`src/rtl/spi_slave_pkg.sv`:
```
// Shared types and constants for the parametrised SPI slave frame engine.
// Holds the FSM state encoding and the two-bit command codes.
package spi_slave_pkg;

    typedef enum logic [2:0] {
        ST_IDLE    = 3'd0,
        ST_RX      = 3'd1,
        ST_WAIT_TX = 3'd2,
        ST_TX      = 3'd3,
        ST_DONE    = 3'd4
    } state_e;

    localparam logic [1:0] CMD_WR_ADDR = 2'b00;
    localparam logic [1:0] CMD_WR_DATA = 2'b01;
    localparam logic [1:0] CMD_RD_ADDR = 2'b10;
    localparam logic [1:0] CMD_RD_DATA = 2'b11;

    localparam int TMO_W = 16;

    // Only read-data frames hand miso over to the RAM read path.
    function automatic logic needs_tx(input logic [1:0] cmd);
        return cmd == CMD_RD_DATA;
    endfunction

endpackage

```
`src/rtl/spi_slave_param_if.sv`:
```
// SPI pins plus RAM-side frame/handshake signals of the slave frame engine.
// The slave modport is the engine's view, the master modport the environment's.
interface spi_slave_param_if #(
    parameter int DATA_W = 8
);
    logic              ss_n;
    logic              mosi;
    logic              miso;
    logic [DATA_W+1:0] rx_data;
    logic              rx_valid;
    logic [DATA_W-1:0] tx_data;
    logic              tx_valid;
    logic              frame_abort;
    logic              tx_timeout;
    logic              busy;

    modport slave (
        input  ss_n, mosi, tx_data, tx_valid,
        output miso, rx_data, rx_valid, frame_abort, tx_timeout, busy
    );

    modport master (
        output ss_n, mosi, tx_data, tx_valid,
        input  miso, rx_data, rx_valid, frame_abort, tx_timeout, busy
    );
endinterface

```
`src/rtl/spi_tx_shifter.sv`:
```
// Parallel-load, MSB-first serialiser driving the registered miso line.
// done_o rises once all DATA_W bits have been presented on miso.
module spi_tx_shifter #(
    parameter int DATA_W = 8
) (
    input  logic              clk,
    input  logic              rst_n,
    input  logic              load_i,
    input  logic              shift_i,
    input  logic              clear_i,
    input  logic [DATA_W-1:0] data_i,
    output logic              miso_o,
    output logic              done_o
);
    localparam int CNT_W = $clog2(DATA_W + 2);

    logic [DATA_W-1:0] shift_q, shift_d;
    logic [CNT_W-1:0]  cnt_q, cnt_d;
    logic              miso_q, miso_d;

    always_comb begin
        shift_d = shift_q;
        cnt_d   = cnt_q;
        miso_d  = miso_q;
        if (clear_i) begin
            miso_d = 1'b0;
            cnt_d  = '0;
        end else if (load_i) begin
            miso_d  = data_i[DATA_W-1];
            shift_d = data_i << 1;
            cnt_d   = CNT_W'(1);
        end else if (shift_i) begin
            miso_d  = shift_q[DATA_W-1];
            shift_d = shift_q << 1;
            cnt_d   = cnt_q + 1'b1;
        end
    end

    always_ff @(posedge clk or negedge rst_n) begin
        if (!rst_n) begin
            miso_q <= 1'b0;
            cnt_q  <= '0;
        end else begin
            miso_q <= miso_d;
            cnt_q  <= cnt_d;
        end
    end

    // Payload bits need no reset: they only reach miso after a load.
    always_ff @(posedge clk) begin
        shift_q <= shift_d;
    end

    assign miso_o = miso_q;
    assign done_o = (cnt_q == CNT_W'(DATA_W));

endmodule

```
`src/rtl/spi_slave_param.sv`:
```
// SPI slave frame engine: deserialises cmd+payload frames, serves read data on
// miso, supports back-to-back burst frames and reports aborts and TX timeouts.
module spi_slave_param
    import spi_slave_pkg::*;
#(
    parameter int DATA_W     = 8,
    parameter int TX_TIMEOUT = 16,
    parameter int BURST      = 1
) (
    input  logic                  clk,
    input  logic                  rst_n,
    spi_slave_param_if.slave      spi_if
);
    localparam int               FRAME_W  = DATA_W + 2;
    localparam int               CNT_W    = $clog2(DATA_W + 2);
    localparam logic [CNT_W-1:0] LAST_BIT = CNT_W'(DATA_W + 1);
    localparam logic [TMO_W-1:0] TMO_LAST = TMO_W'(TX_TIMEOUT - 1);
    localparam bit               BURST_EN = (BURST != 0);

    state_e               state_q, state_d;
    logic [CNT_W-1:0]     bit_cnt_q, bit_cnt_d;
    logic [TMO_W-1:0]     tmo_cnt_q, tmo_cnt_d;
    logic [DATA_W:0]      rx_shift_q, rx_shift_d;
    logic [FRAME_W-1:0]   rx_data_q, rx_data_d;
    logic                 rx_valid_q, rx_valid_d;
    logic                 abort_q, abort_d;
    logic                 timeout_q, timeout_d;
    logic                 rx_shift_en;
    logic                 tx_load, tx_shift, tx_clear, tx_done;
    logic                 miso;
    logic                 frame_last;
    logic [1:0]           cmd_rx;

    assign frame_last = (bit_cnt_q == LAST_BIT);
    // Bit 0 of the frame sits at the top of the shifter once DATA_W+1 bits are in.
    assign cmd_rx     = rx_shift_q[DATA_W -: 2];

    always_ff @(posedge clk or negedge rst_n) begin
        if (!rst_n) begin
            state_q <= ST_IDLE;
        end else begin
            state_q <= state_d;
        end
    end

    always_comb begin
        state_d = state_q;
        case (state_q)
            ST_IDLE: begin
                if (!spi_if.ss_n) state_d = ST_RX;
            end
            ST_RX: begin
                if (spi_if.ss_n) begin
                    state_d = ST_IDLE;
                end else if (frame_last) begin
                    if (needs_tx(cmd_rx)) state_d = ST_WAIT_TX;
                    else                  state_d = BURST_EN ? ST_RX : ST_DONE;
                end
            end
            ST_WAIT_TX: begin
                if (spi_if.ss_n)                 state_d = ST_IDLE;
                else if (spi_if.tx_valid)        state_d = ST_TX;
                else if (tmo_cnt_q == TMO_LAST)  state_d = ST_DONE;
            end
            ST_TX: begin
                if (spi_if.ss_n)  state_d = ST_IDLE;
                else if (tx_done) state_d = BURST_EN ? ST_RX : ST_DONE;
            end
            ST_DONE: begin
                if (spi_if.ss_n) state_d = ST_IDLE;
            end
            default: state_d = ST_IDLE;
        endcase
    end

    always_comb begin
        bit_cnt_d   = bit_cnt_q;
        tmo_cnt_d   = tmo_cnt_q;
        rx_data_d   = rx_data_q;
        rx_valid_d  = 1'b0;
        abort_d     = 1'b0;
        timeout_d   = 1'b0;
        rx_shift_en = 1'b0;
        tx_load     = 1'b0;
        tx_shift    = 1'b0;
        tx_clear    = 1'b0;
        case (state_q)
            ST_IDLE: begin
                if (!spi_if.ss_n) begin
                    rx_shift_en = 1'b1;
                    bit_cnt_d   = CNT_W'(1);
                end
            end
            ST_RX: begin
                if (spi_if.ss_n) begin
                    // bit_cnt 0 is a burst boundary, not a broken frame.
                    abort_d   = (bit_cnt_q != '0);
                    bit_cnt_d = '0;
                end else begin
                    rx_shift_en = 1'b1;
                    if (frame_last) begin
                        rx_data_d  = {rx_shift_q, spi_if.mosi};
                        rx_valid_d = 1'b1;
                        bit_cnt_d  = '0;
                        tmo_cnt_d  = '0;
                    end else begin
                        bit_cnt_d = bit_cnt_q + 1'b1;
                    end
                end
            end
            ST_WAIT_TX: begin
                if (spi_if.ss_n) begin
                    abort_d  = 1'b1;
                    tx_clear = 1'b1;
                end else if (spi_if.tx_valid) begin
                    tx_load = 1'b1;
                end else if (tmo_cnt_q == TMO_LAST) begin
                    timeout_d = 1'b1;
                end else begin
                    tmo_cnt_d = tmo_cnt_q + 1'b1;
                end
            end
            ST_TX: begin
                if (spi_if.ss_n) begin
                    abort_d  = 1'b1;
                    tx_clear = 1'b1;
                end else if (tx_done) begin
                    tx_clear  = 1'b1;
                    bit_cnt_d = '0;
                end else begin
                    tx_shift = 1'b1;
                end
            end
            default: ;
        endcase
    end

    always_ff @(posedge clk or negedge rst_n) begin
        if (!rst_n) begin
            bit_cnt_q  <= '0;
            tmo_cnt_q  <= '0;
            rx_data_q  <= '0;
            rx_valid_q <= 1'b0;
            abort_q    <= 1'b0;
            timeout_q  <= 1'b0;
        end else begin
            bit_cnt_q  <= bit_cnt_d;
            tmo_cnt_q  <= tmo_cnt_d;
            rx_data_q  <= rx_data_d;
            rx_valid_q <= rx_valid_d;
            abort_q    <= abort_d;
            timeout_q  <= timeout_d;
        end
    end

    assign rx_shift_d = rx_shift_en ? {rx_shift_q[DATA_W-1:0], spi_if.mosi} : rx_shift_q;

    // A full frame always shifts in fresh bits, so stale contents never leak.
    always_ff @(posedge clk) begin
        rx_shift_q <= rx_shift_d;
    end

    spi_tx_shifter #(
        .DATA_W (DATA_W)
    ) u_tx_shifter (
        .clk     (clk),
        .rst_n   (rst_n),
        .load_i  (tx_load),
        .shift_i (tx_shift),
        .clear_i (tx_clear),
        .data_i  (spi_if.tx_data),
        .miso_o  (miso),
        .done_o  (tx_done)
    );

    assign spi_if.miso        = miso;
    assign spi_if.rx_data     = rx_data_q;
    assign spi_if.rx_valid    = rx_valid_q;
    assign spi_if.frame_abort = abort_q;
    assign spi_if.tx_timeout  = timeout_q;
    assign spi_if.busy        = (state_q != ST_IDLE);

endmodule

```
`src/flat_wrapper.sv`:
```
// flat-port wrapper written by rule: the top's interface ports become plain ports
module spi_slave_param_flat import spi_slave_pkg::*;
#(
    parameter int DATA_W     = 8,
    parameter int TX_TIMEOUT = 16,
    parameter int BURST      = 1
)
  (clk, rst_n, spi_if_ss_n, spi_if_mosi, spi_if_tx_data, spi_if_tx_valid, spi_if_miso, spi_if_rx_data, spi_if_rx_valid, spi_if_frame_abort, spi_if_tx_timeout, spi_if_busy);
  spi_slave_param_if #(.DATA_W(DATA_W)) spi_if_i ();
  input  logic clk;
  input  logic rst_n;
  input wire logic [$bits(spi_if_i.ss_n)-1:0] spi_if_ss_n;
  input wire logic [$bits(spi_if_i.mosi)-1:0] spi_if_mosi;
  input wire logic [$bits(spi_if_i.tx_data)-1:0] spi_if_tx_data;
  input wire logic [$bits(spi_if_i.tx_valid)-1:0] spi_if_tx_valid;
  output wire logic [$bits(spi_if_i.miso)-1:0] spi_if_miso;
  output wire logic [$bits(spi_if_i.rx_data)-1:0] spi_if_rx_data;
  output wire logic [$bits(spi_if_i.rx_valid)-1:0] spi_if_rx_valid;
  output wire logic [$bits(spi_if_i.frame_abort)-1:0] spi_if_frame_abort;
  output wire logic [$bits(spi_if_i.tx_timeout)-1:0] spi_if_tx_timeout;
  output wire logic [$bits(spi_if_i.busy)-1:0] spi_if_busy;
  assign spi_if_i.ss_n = spi_if_ss_n;
  assign spi_if_i.mosi = spi_if_mosi;
  assign spi_if_i.tx_data = spi_if_tx_data;
  assign spi_if_i.tx_valid = spi_if_tx_valid;
  assign spi_if_miso = spi_if_i.miso;
  assign spi_if_rx_data = spi_if_i.rx_data;
  assign spi_if_rx_valid = spi_if_i.rx_valid;
  assign spi_if_frame_abort = spi_if_i.frame_abort;
  assign spi_if_tx_timeout = spi_if_i.tx_timeout;
  assign spi_if_busy = spi_if_i.busy;
  spi_slave_param #(.DATA_W(DATA_W), .TX_TIMEOUT(TX_TIMEOUT), .BURST(BURST)) u_core (.clk(clk), .rst_n(rst_n), .spi_if(spi_if_i));
endmodule
```
`config.mk`:
```
export PLATFORM = sky130hd
export DESIGN_NAME = spi_slave_param_flat
export DESIGN_NICKNAME = d
export VERILOG_FILES = /design/src/rtl/spi_slave_pkg.sv /design/src/rtl/spi_slave_param_if.sv /design/src/rtl/spi_tx_shifter.sv /design/src/rtl/spi_slave_param.sv /design/src/flat_wrapper.sv
export SDC_FILE = /design/constraint.sdc
export NUM_CORES = 1
export LEC_CHECK = 0
export CAP_MARGIN = 20
export CORE_UTILIZATION = 61
export CTS_CLUSTER_SIZE = 40
export DETAILED_ROUTE_END_ITERATION = 10
export PLACE_DENSITY_LB_ADDON = 0.15
export REMOVE_ABC_BUFFERS = 1
export SETUP_SLACK_MARGIN = 0.02
export SYNTH_ARGS = -nofsm -noshare
export SYNTH_HDL_FRONTEND = slang
export SYNTH_SLANG_ARGS = --single-unit
export TNS_END_PERCENT = 20
```
`constraint.sdc`:
```
create_clock -name clk -period 3.4 [get_ports clk]
set_input_delay 1.02 -clock clk [delete_from_list [all_inputs] [get_ports clk]]
set_output_delay 1.02 -clock clk [all_outputs]
set_load 0.005 [all_outputs]
```
==> metrics.txt, run 1 <==
post-synthesis cell count 240; Yosys top cell by area dfrtp_1; R2R Path End u_core.spi_if.rx_data[0]; CP Max Fanout 14; CTS tree yes; drt drc 5; Rows 24; setup repair after global routing missed its margin no; Pre-antenna DRT Iters 7; flop and latch count out of synthesis 57; synthesis warning total 0; Die W 70.5 µm; DRT antenna net count 0; Tcrit/Tclk final 0.802; routability cong. 0.811; DR iter-0 viols 134; ranking of synthesized cells by area dfrtp_1 36%, edfxtp_1 17%, mux2_4 4.7%; Critical path origin u_core.state_q[2]; Port-buffer cells 27; Area Overhead vs Synth 16.3%; CP delay by family, top flip-flops; most frequent cells in the layout 41 x dfrtp_1, 26 x clkdlybuf4s50_1, 16 x edfxtp_1, 13 x nand2_1, 13 x a31oi_1; worst reg2reg path depth 3; Critical path buffers and inverters 1; Synth top area share 0.359; CTS buffer count 9; worst vdd ir 324 µV; max-cap viol count 0; first-pass GRT wire length 9540 µm; Total Power 1.91 mW; fin worst setup slack 0.672 ns; Hold Path Sink u_core.rx_shift_q[4]; grt total ovfl 0; initial antenna violation count 0; CTS Hold Buffers Added 0; setup tns final 0 ns; failing checks design-rule violations; register area share after synthesis 0.527; EDFF count, synth 16; fin crit period 2.73 ns; status complete, but fails checks; Clock Latency Late Sink 0.34 ns; vias in the first global route 1973; P per Cell Area 575 nW/µm²; Post-Syn Area 2860 µm²; Startpoint Class register; largest net degree at the start of global routing 42; Worst-path clk slew 0.07 ns; pins over their slew limit 0; ys async rst share 0.719; Worst Tran Pin Value 0.910 ns; Min Hold Slack 0.453 ns; n_diodes 0; setup violators final 0; CP required 2.38 ns; reg2reg setup slack 1.30 ns; post-CTS setup buffer count 0; Die Span Y 70.5 µm; fmax 0.367 GHz; H-tree depth 3; Ports 28; post-CTS sizing 0; Critical-path top delay cell dfrtp_1; fin nets 288; Root Buffer clkbuf_8; nature of the critical path endpoint output pin; main flop type after synthesis dfrtp_1; Vias/cell 6.24; Synth cell types 54; Clock Sinks 57; layout cell share with drive strength beyond 1 0.172; Total Wirelength 5700 µm; WHS Path Cells 0; initial core utilization 0.643; area of the core 4440 µm²; Total GRT Usage 0.257; Hold WC Path Type register to register; Critical R2R Launch u_core.state_q[2]; critical path's largest stage delay 0.67 ns; min-delay src u_core.rx_shift_q[3]; commonest non-fill, non-tap cell in the layout dfrtp_1; slew margin rel. 0.393; Via Count 2035; Clock Path Buffers 2; DR WL/cell 17.5 µm; Die ar. 4960 µm²; Leakage 1.40 nW; critical-path cell list nor2_1 -> nand2_1 -> clkdlybuf4s50_1; pre-CTS setup slack 0.335 ns; final hold viol count 0; arrival time at the worst endpoint 1.71 ns; clk_skew 0.00487 ns; Avg Inst Size Synth 11.9 µm²; critical path type register to output pin; hpwl dp 3800 µm
-- synthesized netlist by cell type (all sizes together) (2+ instances only) --
cell type,instances
and3b,2
nand2,14
nand4,4
clkbuf,6
and3,6
nor4b,2
a22o,3
a21oi,9
inv,8
and2,3
ha,6
nand3,9
a32o,2
o31ai,3
nand2b,3
buf,6
and4,4
a21o,6
nand3b,2
xor2,2
edfxtp,16
o21bai,3
a211o,3
nor2,8
a31oi,13
a22oi,3
mux2,18
nor4,3
dfrtp,41
o21ai,12
nor3b,7
-- metrics by stage --
step | utilization | cells | area [µm²]
floorplan | - | 228 | 2790
global placement | 0.706 | 310 | 3140
detailed placement | 0.706 | 310 | 3140
CTS | 0.748 | 326 | 3330
global route | 0.748 | 326 | 3330
finish | 0.748 | 326 | 3330
-- power breakdown --
part	switching [mW]	total, mW	internal, mW
clock	0.269	0.603	0.334
sequential	0.101	0.907	0.806
combinational	0.190	0.403	0.214
-- worst max path at each step --
stage                                          end  cells after the start
floorplan           u_core.u_tx_shifter.shift_q[1]                      2
global placement              u_core.tmo_cnt_q[15]                      6
detailed placement            u_core.tmo_cnt_q[15]                      6
CTS                                    spi_if_busy                      3
global route                  u_core.tmo_cnt_q[15]                      6
finish                                 spi_if_busy                      3
-- cells by family (layout without fill, tap and decap cells) --
| group | Yosys count | after routing | synth area share |
|---|---|---|---|
| flops | 57 | 57 | 0.527 |
| xor+xnor | 2 | 2 | 0.00613 |
| simple gates | 71 | 71 | 0.161 |
| mux | 19 | 19 | 0.0862 |
| buf+inv | 20 | 54 | 0.0363 |
| compound gates | 65 | 65 | 0.157 |
| fa+ha+maj | 6 | 6 | 0.0263 |
-- sequential cells by signal, summed over array words and instances, names as in the netlist --
register,cells
u_core.tmo_cnt_q,16
u_core.spi_if.rx_data,10
u_core.rx_shift_q,9
u_core.u_tx_shifter.shift_q,7
u_core.bit_cnt_q,4
u_core.u_tx_shifter.cnt_q,4
u_core.state_q,3
u_core.spi_if.frame_abort,1
u_core.spi_if.rx_valid,1
u_core.spi_if.tx_timeout,1
u_core.u_tx_shifter.miso_o,1
-- final cells by class --
cell class | count | area (µm²)
sequential | 57 | 1510
inverter | 8 | 30.0
timing repair buffer | 30 | 288
clock buffer | 10 | 128
fill | 311 | 1120
tap | 52 | 65.1
multi-input combinational | 163 | 1250
clock inverter | 6 | 60.1
-- layer usage --
layer / GRT usage / vias to the layer above / wire length, µm
met3: 0.0519 / 17 / 170
li1: - / 972 / -
met5: 0 / - / 0
met1: 0.347 / 995 / 2650
met2: 0.393 / 51 / 2710
met4: 0.136 / 0 / 168
Note: power is estimated with default switching activity, not from simulation.
==> inputs of run 2 (changes only) <==
--- a/config.mk
+++ b/config.mk
@@ -6,7 +6,7 @@
 export NUM_CORES = 1
 export LEC_CHECK = 0
 export CAP_MARGIN = 20
-export CORE_UTILIZATION = 61
+export CORE_UTILIZATION = 57
 export CTS_CLUSTER_SIZE = 40
 export DETAILED_ROUTE_END_ITERATION = 10
 export PLACE_DENSITY_LB_ADDON = 0.15
==> constraint.sdc (replaced) <==
create_clock -name clk -period 2.55 [get_ports clk]
set_input_delay 0.765 -clock clk [delete_from_list [all_inputs] [get_ports clk]]
set_output_delay 0.765 -clock clk [all_outputs]
set_load 0.005 [all_outputs]
==> metrics.txt, run 2 (synthesis gave the netlist of run 1 again) <==
P per Cell Area 747 nW/µm² (was 575 nW/µm²); number of flip-flops in the largest register 16 (unchanged); max-cap viol count 0 (unchanged); Tcrit/Tclk final 0.917; Pre-antenna DRT Iters 4 (was 7); initial core utilization 0.597 (was 0.643); Cell Count Post-Placement 337 (was 310); H-tree depth 3 (unchanged); area of the core 4790 µm² (was 4440 µm²); final hold viol count 0 (unchanged); pins over their slew limit 0 (unchanged); Hold WC Path Type input port to async pin (was register to register); Die Span Y 72.8 µm (was 70.5 µm); most frequent cells in the layout 40 x dfrtp_1, 26 x clkdlybuf4s50_1, 16 x edfxtp_1 (was 41 x dfrtp_1, 26 x clkdlybuf4s50_1, 16 x edfxtp_1, 13 x nand2_1, 13 x a31oi_1); DR WL/cell 16.1 µm (was 17.5 µm); CTS Hold Buffers Added 0 (unchanged); Worst-path clk slew 0.07 ns (about the same); Startpoint Class register (unchanged); DRT antenna net count 0 (unchanged); DR iter-0 viols 155 (was 134); Clock Path Buffers 2 (unchanged); setup violators final 0 (unchanged); worst vdd ir 503 µV (was 324 µV); status complete, no violations (was complete, but fails checks); Vias/cell 5.85 (was 6.24); nature of the critical path endpoint output pin (unchanged); Die ar. 5300 µm² (was 4960 µm²); Critical path origin u_core.state_q[0] (was u_core.state_q[2]); hpwl dp 3950 µm (was 3800 µm); Worst Tran Pin Value 0.610 ns (was 0.910 ns); Root Buffer clkbuf_8 (unchanged); Die W 72.8 µm (was 70.5 µm); fmax 0.427 GHz; post-CTS setup buffer count 0 (unchanged); initial antenna violation count 0 (unchanged); layout cell share with drive strength beyond 1 0.203 (was 0.172); slew margin rel. 0.593 (was 0.393); fin crit period 2.34 ns; worst reg2reg path depth 5 (was 3); Clock Latency Late Sink 0.34 ns (about the same); Port-buffer cells 27 (unchanged); CP Max Fanout 11 (was 14); commonest non-fill, non-tap cell in the layout dfrtp_1 (unchanged); Top reg by flops u_core.tmo_cnt_q (unchanged); CP required 1.79 ns (was 2.38 ns); grt total ovfl 0 (unchanged); vias in the first global route 2035 (was 1973); Clock Sinks 57 (unchanged); Total Power 2.59 mW (was 1.91 mW); fin nets 300 (was 288); Design Area, Final 3460 µm² (was 3330 µm²); largest net degree at the start of global routing 42 (unchanged); Rows 25 (was 24); Leakage 1.47 nW (was 1.40 nW); arrival time at the worst endpoint 1.57 ns (was 1.71 ns); critical path type register to output pin (unchanged); first-pass GRT wire length 9520 µm (was 9540 µm); Total Wirelength 5680 µm (was 5700 µm); fillers 358 (was 311); Total GRT Usage 0.245 (was 0.257); setup tns final 0 ns (unchanged); Via Count 2065 (was 2035); R2R Path End u_core.spi_if.rx_data[0] (unchanged); routability cong. 0.810 (was 0.811); post-CTS sizing 0 (unchanged); DP Area 3270 µm² (was 3140 µm²); CTS buffer count 9 (unchanged); n_diodes 0 (unchanged); clk_skew 0.00647 ns (was 0.00487 ns); drt drc 0 (was 5); fin cells 353 (was 326); Area Overhead vs Synth 21.1% (was 16.3%); CTS tree yes (unchanged); reg2reg setup slack 0.60 ns (was 1.30 ns); setup repair after global routing missed its margin no (unchanged); Critical R2R Launch u_core.state_q[2] (unchanged); Ports 28 (unchanged)
## run 2: power by group
group	internal, mW	leakage (nW)	switching, mW	total, mW
Clock	0.472	0.0978	0.347	0.819
Combinational	0.308	0.672	0.261	0.569
Sequential	1.08	0.702	0.124	1.20
## run 2: how the worst max path moves through the flow
stage	depth (start not counted)	slack, ns	endpoint
final	3	0.21	spi_if_busy
after global routing	3	0.12	spi_if_busy
after CTS	3	0.07	spi_if_busy
after detailed placement	6	0.02	u_core.u_tx_shifter.miso_o
after global placement	6	0.05	u_core.u_tx_shifter.miso_o
after floorplan	2	0.49	u_core.u_tx_shifter.shift_q[1]
## run 2: area by class of cell
type | count | area [µm²] | share of cell area
clock inverters | 4 | 43.8 | 0.0126
flip-flops and latches | 57 | 1510 | 0.435
multi-input cells | 163 | 1250 | 0.361
clock buffers | 12 | 145 | 0.0419
well taps | 67 | 83.8 | 0.0242
inverters | 8 | 30.0 | 0.00867
repair buffers | 42 | 403 | 0.116
## run 2: per-layer routing
layer / global-route usage / part of all wire / vias to the layer above
met5: 0 / 0 / -
met4: 0.105 / 0.016 / 0
met3: 0.0829 / 0.044 / 9
met2: 0.373 / 0.48 / 51
met1: 0.322 / 0.46 / 1010
li1: - / - / 995
## run 2: per-stage QoR
stage | worst slack, ns | hold WS (ns) | util
2_1_floorplan | 0.486 | 0.427 | -
3_3_place_gp | 0.0535 | 0.434 | 0.684
3_5_place_dp | 0.0248 | 0.439 | 0.684
4_1_cts | 0.0680 | 0.388 | 0.723
5_1_grt | 0.122 | 0.400 | 0.723
6_report | 0.210 | 0.389 | 0.723
## run 2: critical path, cell delays in order (launching register included)
cell	delay, ns
dfrtp_2	0.48
inv_1	0.16
nand2_1	0.10
clkdlybuf4s50_1	0.50
==> inputs of run 3 (changes only) <==
--- a/config.mk
+++ b/config.mk
@@ -15,4 +15,4 @@
 export SYNTH_ARGS = -nofsm -noshare
 export SYNTH_HDL_FRONTEND = slang
 export SYNTH_SLANG_ARGS = --single-unit
-export TNS_END_PERCENT = 20
+export TNS_END_PERCENT = 30
==> results of run 3 <==
No change in the layout: final DEF, timing and power equal those of run 2.
